[src/rtl/muldiv_arbiter.sv]
// muldiv_arbiter: two-requester round-robin front end for a 4-bit iterative multiply/divide unit
module muldiv_arbiter (
  input  logic       clock,
  input  logic       reset,
  input  logic       req0_valid,
  output logic       req0_ready,
  input  logic       req0_op,
  input  logic [3:0] req0_a,
  input  logic [3:0] req0_b,
  input  logic       req1_valid,
  output logic       req1_ready,
  input  logic       req1_op,
  input  logic [3:0] req1_a,
  input  logic [3:0] req1_b,
  output logic       rsp_valid,
  input  logic       rsp_ready,
  output logic       rsp_id,
  output logic [3:0] rsp_hi,
  output logic [3:0] rsp_lo,
  output logic       rsp_err,
  output logic       mux_sel,
  output logic       mux_enable,
  output logic       busy
);
  typedef enum logic [1:0] {IDLE, RUN, DONE} state_t;
  state_t state, next;
  logic last, grant, take, op_r, sel_op, ge;
  logic [3:0] a_r, b_r, hi, lo, sel_a, sel_b;
  logic [1:0] cnt;
  logic [4:0] sum, rem, diff;
  always_comb begin
    grant = (req0_valid && req1_valid) ? ~last : req1_valid;
    take = state == IDLE && (req0_valid || req1_valid);
    sel_op = grant ? req1_op : req0_op;
    sel_a = grant ? req1_a : req0_a;
    sel_b = grant ? req1_b : req0_b;
    next = state == IDLE ? (take ? RUN : IDLE) :
           state == RUN  ? (cnt == 2'd3 ? DONE : RUN) :
           (rsp_ready ? IDLE : DONE);
  end
  // multiply: {hi,lo} shifts right with hi accumulating a; divide: hi is the remainder, lo shifts in quotient bits
  always_comb begin
    sum = {1'b0, hi} + (lo[0] ? {1'b0, a_r} : 5'd0);
    rem = {hi, lo[3]};
    diff = rem - {1'b0, b_r};
    ge = rem >= {1'b0, b_r};
  end
  always_ff @(posedge clock or posedge reset)
    if (reset) state <= IDLE;
    else state <= next;
  always_ff @(posedge clock or posedge reset)
    if (reset) begin
      last <= 1'b1;
      cnt <= '0;
      op_r <= 1'b0;
      a_r <= '0;
      b_r <= '0;
      hi <= '0;
      lo <= '0;
      rsp_id <= 1'b0;
      rsp_err <= 1'b0;
    end else if (take) begin
      last <= grant;
      rsp_id <= grant;
      op_r <= sel_op;
      a_r <= sel_a;
      b_r <= sel_b;
      cnt <= '0;
      hi <= '0;
      lo <= sel_op ? sel_a : sel_b;
      rsp_err <= sel_op && sel_b == 4'd0;
    end else if (state == RUN) begin
      cnt <= cnt + 2'd1;
      hi <= op_r ? (ge ? diff[3:0] : rem[3:0]) : sum[4:1];
      lo <= op_r ? {lo[2:0], ge} : {sum[0], lo[3:1]};
    end
  assign rsp_valid = state == DONE;
  assign busy = state != IDLE;
  assign mux_enable = state == RUN;
  assign mux_sel = state == IDLE ? grant : rsp_id;
  assign req0_ready = !reset && state == IDLE && req0_valid && !grant;
  assign req1_ready = !reset && state == IDLE && req1_valid && grant;
  assign rsp_hi = hi;
  assign rsp_lo = lo;
endmodule
[config.mk]
export PLATFORM = sky130hd
export DESIGN_NAME = muldiv_arbiter
export DESIGN_NICKNAME = d
export VERILOG_FILES = /design/src/rtl/muldiv_arbiter.sv
export SDC_FILE = /design/constraint.sdc
export NUM_CORES = 1
export LEC_CHECK = 0
export CELL_PAD_IN_SITES_DETAIL_PLACEMENT = 1
export CELL_PAD_IN_SITES_GLOBAL_PLACEMENT = 1
export CORE_MARGIN = 5
export CORE_UTILIZATION = 34
export DETAILED_ROUTE_END_ITERATION = 12
export PLACE_DENSITY_LB_ADDON = 0.15
export RECOVER_POWER = 25
export SKIP_LAST_GASP = 1
export SLEW_MARGIN = 20
export SYNTH_ARGS = -nofsm -noshare
export SYNTH_HDL_FRONTEND = slang
export SYNTH_SLANG_ARGS = --single-unit
[constraint.sdc]
create_clock -name clock -period 2 [get_ports clock]
set_clock_uncertainty 0.05 [all_clocks]
set_input_delay 0.3 -clock clock [delete_from_list [all_inputs] [get_ports clock]]
set_output_delay 0.3 -clock clock [all_outputs]
set_load 0.02 [all_outputs]
==> out/results.ini, run 1 <==
[status]
status = finished with violations
violations = negative setup slack

[floorplan]
core_sq_mm = 0.00469
fp.dieH_um = 79.5
rows = 25
fp.dieW_um = 79.5
io_pins = 39
dieArea_sq_mm = 0.00631
initial_core_util_pct = 35.0

[route]
via_count = 1591
drc = 0
antenna_left = 0
wire_per_inst_um = 17.6
drtPass1Iterations = 4
dr.first_iter.drc_count = 43
finalWirelength_mm = 5.19
detail_route.vias_per_cell = 5.39

[cells_and_area]
areaGrowthSynthToFinish_pct = 46.0
layout-drive-gt1-share_pct = 24.9
design_area_sq_mm = 0.00239
nets = 276
utilization_pct = 51.0
antenna_cells = 0

[clock_tree]
htree_levels = 1
cts_root_buffer = clkbuf_8
insertion_delay_ns = 0.28
clkTransAtPathRegs_ns = 0.09
cts_tree = yes
cts.path.max_buffers = 2
numCtsBuffers = 3
clock-sinks = 24

[power]
power_density_mw_per_mm2 = 1630
p_clk_share_pct = 9.0
internal_power_mw = 2.22
power.total_mw = 3.91
leakagePower_nw = 1.07
power_switching_mw = 1.68
ir_drop_uv = 512
switching_share_pct = 43.1
pwr-share-seq_pct = 23.5
pwr-share-comb_pct = 67.5

[yosys]
ys_types = 40
synth_common_cells = dfrtp_1 (23), nand2_1 (19), o21ai_0 (16), mux2i_1 (13)
synth_top_area_share_pct = 35.1
synth_ff_type = dfrtp_1
synth_area_per_cell_sq_um = 9.27
syn-num-nets = 211
yosysMostFrequentCell = dfrtp_1
syn_inst = 177
ys_warn_count = 0
synthesis.area_sq_mm = 0.00164
yosys.area.top_type = dfrtp_1
async_reset_ff_share_pct = 100
synth_area_leaders = dfrtp_1 (35%), mux2i_1 (7.9%), ha_1 (6.9%), o21ai_0 (4.9%), nand2_1 (4.3%)
ys_seq_area_share_pct = 36.7
ys_seq_elements = 24
synth_edf_count = 0

[setup_path]
crit_path_end_kind = flop
worstPathArrival_ns = 2.15
crit_type = reg -> reg
critPathRequiredTime_ns = 2.11
rrSetupSlack_ns = -0.03
crit_fanout = 5
crit_path_start_kind = flop

[global_routing]
grt-ovfl-total = 0
use_met3_pct = 2.93
met1_usage_pct = 22.1
top_usage_layer = met2
antenna_found_initial = 0
grt_pass1_wl_mm = 8.90
met2_usage_pct = 31.6
grt_usage_pct = 17.9
grt_pass1_vias = 1785
grt_start_max_net_pins = 25

[sta]
slew_viol_final = 0
setup_ws_ns = -0.0326
clock.fmax_mhz = 492
worst_pin_slew_ns = 0.636
rsz0062_at_grt = yes
fin_crit_sh_pct = 102
max_slew_margin_pct = 57.6
finalSetupTns_ns = -0.0969
period_needed_ns = 2.03
hold_viol = 0
setup_viol = 4

[place]
io_buffers = 38
place_hpwl_mm = 4.21
place_area_sq_mm = 0.00229
gp_congestion = 0.904

[worst_hold_path]
hp-class = reg -> reg

[flow_run]
max_cap_violations = 0

==> registers in the layout, summed over array words and instances, names as in the netlist, 2 cells and up <==
| signal | cells |
|---|---|
| rsp_lo | 4 |
| rsp_hi | 4 |
| b_r | 4 |
| cnt | 2 |
| a_r | 4 |
| state | 2 |
==> metrics by stage <==
stage | cells | hold slack [ns] | worst slack, ns
CTS | 295 | 0.391 | -0.0301
global route | 295 | 0.461 | -0.0956
detailed placement | 288 | 0.423 | -0.267
floorplan | 177 | 0.269 | 0.00330
finish | 295 | 0.437 | -0.0326
global placement | 288 | 0.412 | -0.193
==> repair_timing <==
item,in CTS,in global routing
hold buffers,0,0
cloned,0,0
hold endpoints to repair,0,0
pin swaps,6,6
buffers inserted,3,0
resized for setup,6,13
setup endpoints to repair,7,6
==> placed cells by master, fill, tap and decap left out, types with 2 or more instances in the layout <==
cell type / synthesis / final
clkdlybuf4s50_1: 0 / 33
buf_4: 0 / 28
nand2_1: 19 / 19
dfrtp_1: 23 / 19
o21ai_0: 16 / 13
mux2i_1: 13 / 12
nor3_1: 9 / 8
inv_1: 9 / 8
nor2b_1: 8 / 8
nor2_1: 7 / 7
a21oi_1: 7 / 7
ha_1: 9 / 7
and2_1: 5 / 5
a211oi_1: 5 / 5
clkbuf_8: 1 / 4
dfrtp_2: 0 / 4
o21ai_1: 1 / 3
nand2b_1: 3 / 3
a21o_1: 3 / 3
a2111oi_0: 3 / 3
o22ai_1: 3 / 3
dlygate4sd2_1: 0 / 3
a22oi_1: 2 / 2
a221o_1: 2 / 2
mux2_2: 3 / 2
fa_2: 0 / 2
ha_4: 0 / 2
clkbuf_2: 0 / 2
==> layer usage <==
metal	wire, um	share of wire (%)
met4	80	1.5
met5	0	0
met3	163	3.1
met1	2330	45
met2	2610	50
==> power by group through the flow <==
stage	combinational [mW]	sequential, mW	clock, mW
2_1_floorplan	1.40	0.995	0
3_3_place_gp	2.35	0.915	0
3_5_place_dp	2.45	0.925	0
4_1_cts	2.53	0.919	0.353
5_1_grt	2.91	0.953	0.376
6_report	2.64	0.920	0.352
==> path summary, 6_finish.rpt <==
check / end / start / depth (start not counted)
setup / recovery: rsp_hi[3] / rsp_hi[0] / 6
hold / removal: a_r[3] / a_r[3] / 2
setup reg to reg: rsp_hi[3] / rsp_hi[0] / 6
hold reg to reg: a_r[3] / a_r[3] / 2
max in group asynchronous: rsp_lo[0] / reset / 3
min in group asynchronous: rsp_id / reset / 3
==> kinds of logic (layout without fill, tap and decap cells) <==
logic type / Yosys count / count (layout) / share of synthesized area, %
multiplexers: 16 / 16 / 9.99
AO/OA/AOI/OAI: 49 / 49 / 20.1
AND/OR/NAND/NOR: 58 / 58 / 18.2
flip-flops: 24 / 24 / 36.7
adder cells (fa/ha/maj): 11 / 11 / 9.31
buffers and inverters: 17 / 81 / 4.65
XOR/XNOR: 2 / 2 / 1.07
==> worst max-delay path, stage by stage, from the launching register on <==
cell and delay [ns]:
dfrtp_2 0.46, ha_4 0.17, or4_4 0.54, a21oi_4 0.15, a211o_4 0.16, a21oi_1 0.07
a221o_1 0.30
==> layout make-up <==
class                      count  area, sq um
tap                           54         67.6
inverter                       9         33.8
multi-input combinational    136         1030
sequential                    24          607
fill                         555         2300
clock buffer                   4         55.1
timing repair buffer          68          598
Power figures use the tool's default switching activity.
==> inputs of run 2 (changes only) <==
--- a/config.mk
+++ b/config.mk
@@ -5,11 +5,14 @@
 export SDC_FILE = /design/constraint.sdc
 export NUM_CORES = 1
 export LEC_CHECK = 0
+export ABC_AREA = 1
 export CELL_PAD_IN_SITES_DETAIL_PLACEMENT = 1
 export CELL_PAD_IN_SITES_GLOBAL_PLACEMENT = 1
 export CORE_MARGIN = 5
-export CORE_UTILIZATION = 34
+export CORE_UTILIZATION = 40
 export DETAILED_ROUTE_END_ITERATION = 12
+export DONT_BUFFER_PORTS = 1
+export GPL_TIMING_DRIVEN = 0
 export PLACE_DENSITY_LB_ADDON = 0.15
 export RECOVER_POWER = 25
 export SKIP_LAST_GASP = 1
==> run 2 against run 1 <==
Net effect: the run now ends clean; via count decreased by 7.0%; sequential share of layout area increased by 8.2 points; register-to-register slack improved by 0.19 ns; critical path depth increased by 4; power decreased by 12%; highest routed layer unchanged; setup slack improved by 0.19 ns; synthesized cell count increased by 29%; routed wire length decreased by 17%; synthesized area increased by 1.2%.
==> out/results.ini, run 2 <==
[status]
status = completed  ; was finished with violations

[yosys]
synth_top_family_by_area = simple AND/OR/NAND/NOR gates  ; was compound AO/OA/AOI/OAI gates
synthXorXnorAreaFrac_pct = 0.528  ; was 1.07%
ys_warn_count = 0  ; unchanged
syn-num-nets = 263  ; was 211
synth_simple_gate_area_share_pct = 34.9  ; was 18.2%
synthMuxAreaShare_pct = 0  ; was 9.99%
synth_ff_type = dfrtp_1  ; unchanged
synth_area_leaders = dfrtp_1 (35%), nand2_1 (18%), ha_1 (6.8%), inv_1 (5.2%), nor2_1 (5.0%)  ; was dfrtp_1 (35%), mux2i_1 (7.9%), ha_1 (6.9%), o21ai_0 (4.9%), nand2_1 (4.3%)
synth_edf_count = 0  ; unchanged
yosys.area_share.adder_pct = 9.19  ; was 9.31%
ys_seq_elements = 24  ; unchanged
synth_area_per_cell_sq_um = 7.25  ; was 9.27 sq um
ys_types = 25  ; was 40
yosysMostFrequentCell = nand2_1  ; was dfrtp_1
yosys.area.top_type = dfrtp_1  ; unchanged
async_reset_ff_share_pct = 100  ; unchanged
synth_compound_area_share_pct = 11.1  ; was 20.1%
synth_common_cells = nand2_1 (78), dfrtp_1 (23), inv_1 (23), nor2_1 (22)  ; was dfrtp_1 (23), nand2_1 (19), o21ai_0 (16), mux2i_1 (13)
synth_top_area_share_pct = 34.7  ; was 35.1%
ys_seq_area_share_pct = 36.2  ; was 36.7%
syn_inst = 229  ; was 177
synthesis.area_sq_mm = 0.00166  ; was 0.00164 sq mm

[cells_and_area]
nets = 270  ; was 276
design_area_sq_mm = 0.00181  ; was 0.00239 sq mm
fillers = 514  ; was 555
final_common_cell = nand2_1  ; was clkdlybuf4s50_1
layout_common_cells = nand2_1 (77), nor2_1 (22), inv_1 (22)  ; was clkdlybuf4s50_1 (33), buf_4 (28), nand2_1 (19), dfrtp_1 (19), o21ai_0 (13)
final_cell_count_no_fill = 285  ; was 295
layout-drive-gt1-share_pct = 15.7  ; was 24.9%
antenna_cells = 0  ; unchanged
utilization_pct = 45.3  ; was 51.0%
areaGrowthSynthToFinish_pct = 9.12  ; was 46.0%

[floorplan]
initial_core_util_pct = 41.5  ; was 35.0%
fp.dieH_um = 74.4  ; was 79.5 um
core_sq_mm = 0.00400  ; was 0.00469 sq mm
dieArea_sq_mm = 0.00554  ; was 0.00631 sq mm
fp.dieW_um = 74.4  ; was 79.5 um
io_pins = 39  ; unchanged
rows = 23  ; was 25

[route]
via_count = 1480  ; was 1591
dr.first_iter.drc_count = 58  ; was 43
drtPass1Iterations = 4  ; unchanged
highest_layer = met4  ; unchanged
detail_route.vias_per_cell = 5.19  ; was 5.39
wire_per_inst_um = 15.0  ; was 17.6 um
met3_length_um = 205  ; was 163 um
antenna_left = 0  ; unchanged
wl_met2_mm = 2.11  ; was 2.61 mm
finalWirelength_mm = 4.29  ; was 5.19 mm
drc = 0  ; unchanged
wl_met1_mm = 1.91  ; was 2.33 mm

[flow_run]
max_cap_violations = 0  ; unchanged

[sta]
hold_viol = 0  ; unchanged
slew_viol_final = 0  ; unchanged
worst_pin_slew_ns = 1.02  ; was 0.636 ns
setup_viol = 0  ; was 4
hold_ws_ns = 0.0988  ; was 0.437 ns
finalSetupTns_ns = 0  ; was -0.0969 ns
fin_crit_sh_pct = 92.0  ; was 102%
rsz0062_at_grt = no  ; was yes
max_slew_margin_pct = 32.1  ; was 57.6%
clock.fmax_mhz = 543  ; was 492 MHz
period_needed_ns = 1.84  ; was 2.03 ns

[power]
ir_drop_uv = 705  ; was 512 uV
pwr-share-seq_pct = 32.3  ; was 23.5%
power_density_mw_per_mm2 = 1890  ; was 1630 mW/mm^2
pwr-share-comb_pct = 58.7  ; was 67.5%
leakagePower_nw = 0.963  ; was 1.07 nW
switching_share_pct = 53.7  ; was 43.1%
power_switching_mw = 1.84  ; was 1.68 mW
p_clk_share_pct = 9.0  ; about the same
internal_power_mw = 1.59  ; was 2.22 mW

[worst_hold_path]
hp-class = in -> reg  ; was reg -> reg

[setup_path]
crit_type = reg -> reg  ; unchanged
crit_fanout = 7  ; was 5
critPathRequiredTime_ns = 2.11  ; about the same
crit_path_end_kind = flop  ; unchanged
crit_path_start_kind = flop  ; unchanged
worstPathArrival_ns = 1.95  ; was 2.15 ns

[global_routing]
grt-ovfl-total = 0  ; unchanged
antenna_found_initial = 0  ; unchanged
grt_pass1_vias = 1637  ; was 1785
grt_start_max_net_pins = 26  ; was 25
grt_usage_pct = 17.3  ; was 17.9%
grt_pass1_wl_mm = 7.40  ; was 8.90 mm

[place]
place_hpwl_mm = 3.54  ; was 4.21 mm
place_area_sq_mm = 0.00172  ; was 0.00229 sq mm
dp_cells = 279  ; was 288
gp_congestion = 0.774  ; was 0.904
io_buffers = 0  ; was 38

[clock_tree]
clock-sinks = 24  ; unchanged
cts_tree = yes  ; unchanged
clkTransAtPathRegs_ns = 0.10  ; was 0.09 ns
insertion_delay_ns = 0.28  ; about the same
htree_levels = 1  ; unchanged
numCtsBuffers = 3  ; unchanged
cts.path.max_buffers = 2  ; unchanged
cts_root_buffer = clkbuf_8  ; unchanged

==> run 2: cell type report <==
type | instances | area [sq um] | area share [%]
timing repair buffer | 2 | 22.5 | 1.24
clock buffer | 4 | 45.0 | 2.49
buffer | 4 | 28.8 | 1.59
inverter | 28 | 106 | 5.87
tap | 50 | 62.6 | 3.45
sequential | 24 | 607 | 33.5
multi-input combinational | 173 | 940 | 51.9
==> run 2: worst paths after layout <==
kind	cells after the start	slack [ns]	startpoint	end
hold / removal	1	0.1	rsp_ready	state[1]
setup reg to reg	10	0.16	rsp_lo[0]	rsp_hi[3]
setup / recovery	10	0.16	rsp_lo[0]	rsp_hi[3]
min in group asynchronous	2	0.49	reset	last
max in group asynchronous	3	0.29	reset	rsp_hi[0]
hold reg to reg	2	0.43	last	last
==> run 2: logic make-up (layout without fill, tap and decap cells) <==
kind of cell | Yosys count | in the layout
xor+xnor | 1 | 1
flops | 24 | 24
fa+ha+maj | 11 | 11
buf+inv | 32 | 38
compound gates | 30 | 30
simple gates | 131 | 131
==> run 2: power groups by stage <==
stage / Clock, mW / Sequential [mW] / Combinational [mW]
3_3_place_gp: 0 / 1.09 / 1.89
5_1_grt: 0.329 / 1.14 / 2.32
6_report: 0.308 / 1.11 / 2.01
4_1_cts: 0.318 / 1.10 / 2.00
3_5_place_dp: 0 / 1.11 / 1.99
2_1_floorplan: 0 / 1.01 / 1.56
==> run 2: metal layers <==
| layer | up-vias | global-route usage (%) |
|---|---|---|
| met2 | 38 | 30.5 |
| met3 | 6 | 3.78 |
| met5 | - | 0 |
| met1 | 697 | 21.2 |
| met4 | 0 | 4.74 |
| li1 | 739 | - |
==> run 2: stage by stage <==
| step | worst slack, ns | total power [mW] |
|---|---|---|
| 2_1_floorplan | 0.234 | 2.58 |
| 3_3_place_gp | 0.0863 | 2.98 |
| 3_5_place_dp | 0.0604 | 3.10 |
| 4_1_cts | 0.0461 | 3.42 |
| 5_1_grt | 0.0165 | 3.79 |
| 6_report | 0.159 | 3.43 |
==> run 2: critical path: stages, from the launching register on <==
cell,delay (ns)
dfrtp_2,0.50
nand2_1,0.10
inv_1,0.04
ha_1,0.20
fa_1,0.39
nand2_1,0.07
inv_1,0.05
o21ai_1,0.13
a21oi_1,0.08
nand3_1,0.09
nand2_1,0.05
==> run 2: repair_timing <==
action                                  4_1_cts  5_1_grt
hold buffers                                  0        2
endpoints found under the setup margin        0        5
buffers inserted                              0        0
gates resized for setup                       0        8
endpoints found under the hold margin         0       23
==> inputs of run 3 (changes only) <==
--- a/config.mk
+++ b/config.mk
@@ -9,10 +9,8 @@
 export CELL_PAD_IN_SITES_DETAIL_PLACEMENT = 1
 export CELL_PAD_IN_SITES_GLOBAL_PLACEMENT = 1
 export CORE_MARGIN = 5
-export CORE_UTILIZATION = 40
+export CORE_UTILIZATION = 32
 export DETAILED_ROUTE_END_ITERATION = 12
-export DONT_BUFFER_PORTS = 1
-export GPL_TIMING_DRIVEN = 0
 export PLACE_DENSITY_LB_ADDON = 0.15
 export RECOVER_POWER = 25
 export SKIP_LAST_GASP = 1
==> run 3 against run 2 <==
Net effect: critical path depth is 6 lower; hold slack better by 0.34 ns; fmax hardly changed.
==> out/results.ini, run 3 (synthesis results as in run 2) <==
[clock_tree]
cts_tree = yes  ; unchanged
numCtsBuffers = 3  ; unchanged
clock-sinks = 24  ; unchanged
insertion_delay_ns = 0.27  ; was 0.28 ns
clkTransAtPathRegs_ns = 0.09  ; was 0.10 ns
cts.path.max_buffers = 2  ; unchanged
cts_setup_buffers = 0  ; unchanged
cts_root_buffer = clkbuf_8  ; unchanged
htree_levels = 1  ; unchanged

[cells_and_area]
layout-drive-gt1-share_pct = 14.3  ; was 15.7%
areaGrowthSynthToFinish_pct = 35.3  ; was 9.12%
fillers = 662  ; was 514
final_common_cell = nand2_1  ; unchanged
utilization_pct = 44.3  ; was 45.3%
layout_common_cells = nand2_1 (78), clkdlybuf4s50_1 (34), inv_1 (23), dfrtp_1 (23), nor2_1 (22)  ; was nand2_1 (77), nor2_1 (22), inv_1 (22)
final_cell_count_no_fill = 350  ; was 285
antenna_cells = 0  ; unchanged
nets = 315  ; was 270

[floorplan]
core_sq_mm = 0.00507  ; was 0.00400 sq mm
fp.dieW_um = 82.0  ; was 74.4 um
rows = 26  ; was 23
initial_core_util_pct = 32.7  ; was 41.5%
io_pins = 39  ; unchanged
dieArea_sq_mm = 0.00673  ; was 0.00554 sq mm
fp.dieH_um = 82.0  ; was 74.4 um

[global_routing]
grt_start_max_net_pins = 25  ; was 26
antenna_found_initial = 0  ; unchanged
grt_usage_pct = 15.4  ; was 17.3%
grt_pass1_vias = 1710  ; was 1637
grt-ovfl-total = 0  ; unchanged
grt_pass1_wl_mm = 7.92  ; was 7.40 mm

[setup_path]
rr_endpoint = rsp_hi[3]  ; unchanged
crit_path_start_kind = flop  ; unchanged
reg2reg_depth = 8  ; was 10
crit_type = reg -> out  ; was reg -> reg
rr_startpoint = rsp_hi[0]  ; was rsp_lo[0]
worstPathArrival_ns = 1.49  ; was 1.95 ns
critPathRequiredTime_ns = 1.65  ; was 2.11 ns
crit_fanout = 4  ; was 7
crit_path_end_kind = output pin  ; was flop
rrSetupSlack_ns = 0.18  ; was 0.16 ns
critPathLaunch = state[1]  ; was rsp_lo[0]

[route]
drc = 0  ; unchanged
detail_route.vias_per_cell = 4.54  ; was 5.19
via_count = 1589  ; was 1480
dr.first_iter.drc_count = 45  ; was 58
antenna_left = 0  ; unchanged
finalWirelength_mm = 4.52  ; was 4.29 mm
wire_per_inst_um = 12.9  ; was 15.0 um
drtPass1Iterations = 4  ; unchanged

[sta]
clock.fmax_mhz = 543  ; about the same
fin_crit_sh_pct = 92.1  ; was 92.0%
hold_viol = 0  ; unchanged
period_needed_ns = 1.84  ; about the same
max_slew_margin_pct = 59.2  ; was 32.1%
slew_viol_final = 0  ; unchanged
setup_viol = 0  ; unchanged
rsz0062_at_grt = no  ; unchanged
worst_pin_slew_ns = 0.612  ; was 1.02 ns

[worst_hold_path]
holdPathEnd = last  ; was state[1]
hold_start = last  ; was rsp_ready
hp-class = reg -> reg  ; was in -> reg
hold_depth = 2  ; was 1

[power]
ir_drop_uv = 480  ; was 705 uV
leakagePower_nw = 1.16  ; was 0.963 nW
power_density_mw_per_mm2 = 1670  ; was 1890 mW/mm^2

[status]
status = completed  ; unchanged

[place]
dp_cells = 346  ; was 279
io_buffers = 38  ; was 0
place_hpwl_mm = 3.72  ; was 3.54 mm
gp_congestion = 0.814  ; was 0.774

[flow_run]
max_cap_violations = 0  ; unchanged

[run 3: cell count changes in the layout (fill, tap and decap cells not counted), moves of 2 or more]
| cell | previous run | this run |
|---|---|---|
| buf_4 | 1 | 12 |
| buf_2 | 2 | 0 |
| clkdlybuf4s50_1 | 0 | 34 |
| dfrtp_2 | 4 | 0 |
| dlygate4sd2_1 | 0 | 3 |
| dfrtp_1 | 19 | 23 |
[run 3: worst max-delay path by stage]
| stage | end | slack (ns) | depth (start not counted) |
|---|---|---|---|
| detailed placement | mux_sel | -0.09 | 7 |
| global placement | mux_sel | -0.06 | 7 |
| floorplan | rsp_hi[3] | 0.23 | 10 |
| finish | mux_enable | 0.16 | 4 |
| global route | rsp_hi[3] | 0.04 | 10 |
| CTS | mux_enable | 0.14 | 4 |
[run 3: metrics by stage]
stage          hold slack, ns  instance area, sq um  setup TNS [ns]  setup slack, ns  total power [mW]
2_1_floorplan           0.272                  1660               0            0.234              2.58
3_3_place_gp            0.416                  2200          -0.144          -0.0643              3.43
3_5_place_dp            0.425                  2200          -0.189          -0.0859              3.48
4_1_cts                 0.403                  2250               0            0.144              3.82
5_1_grt                 0.472                  2250               0           0.0396              4.19
6_report                0.436                  2250               0            0.158              3.75
[run 3: area by class of cell]
class	count	area (sq um)	area share, %
Multi-Input combinational cell	173	925	41.2
Sequential cell	24	602	26.8
Timing Repair Buffer	51	472	21.0
Inverter	28	105	4.68
Tap cell	70	87.6	3.90
Clock buffer	4	55.1	2.45
[run 3: what timing repair did]
item	in CTS	in global routing
gates resized for setup	3	0
hold buffers	0	0
endpoints found under the setup margin	3	0
[run 3: worst max-delay path, stage by stage (launching register included)]
cell	delay (ns)
dfrtp_1	0.39
inv_2	0.08
nand2_1	0.07
inv_1	0.07
clkdlybuf4s50_1	0.60
[run 3: power by group]
group / leakage (nW) / internal (mW) / switching (mW)
clock network: 0.0288 / 0.176 / 0.163
registers: 0.294 / 0.737 / 0.221
logic: 0.839 / 1.00 / 1.45
total: 1.16 / 1.92 / 1.83
[run 3: per-layer routing]
layer  up-vias  GRT usage [%]  part of all wire, %
li1        823              -                    -
met5         -              0                    0
met4         0           5.15                  1.4
met3         6           2.41                  4.0
met2        33           26.3                   47
met1       727           19.7                   47
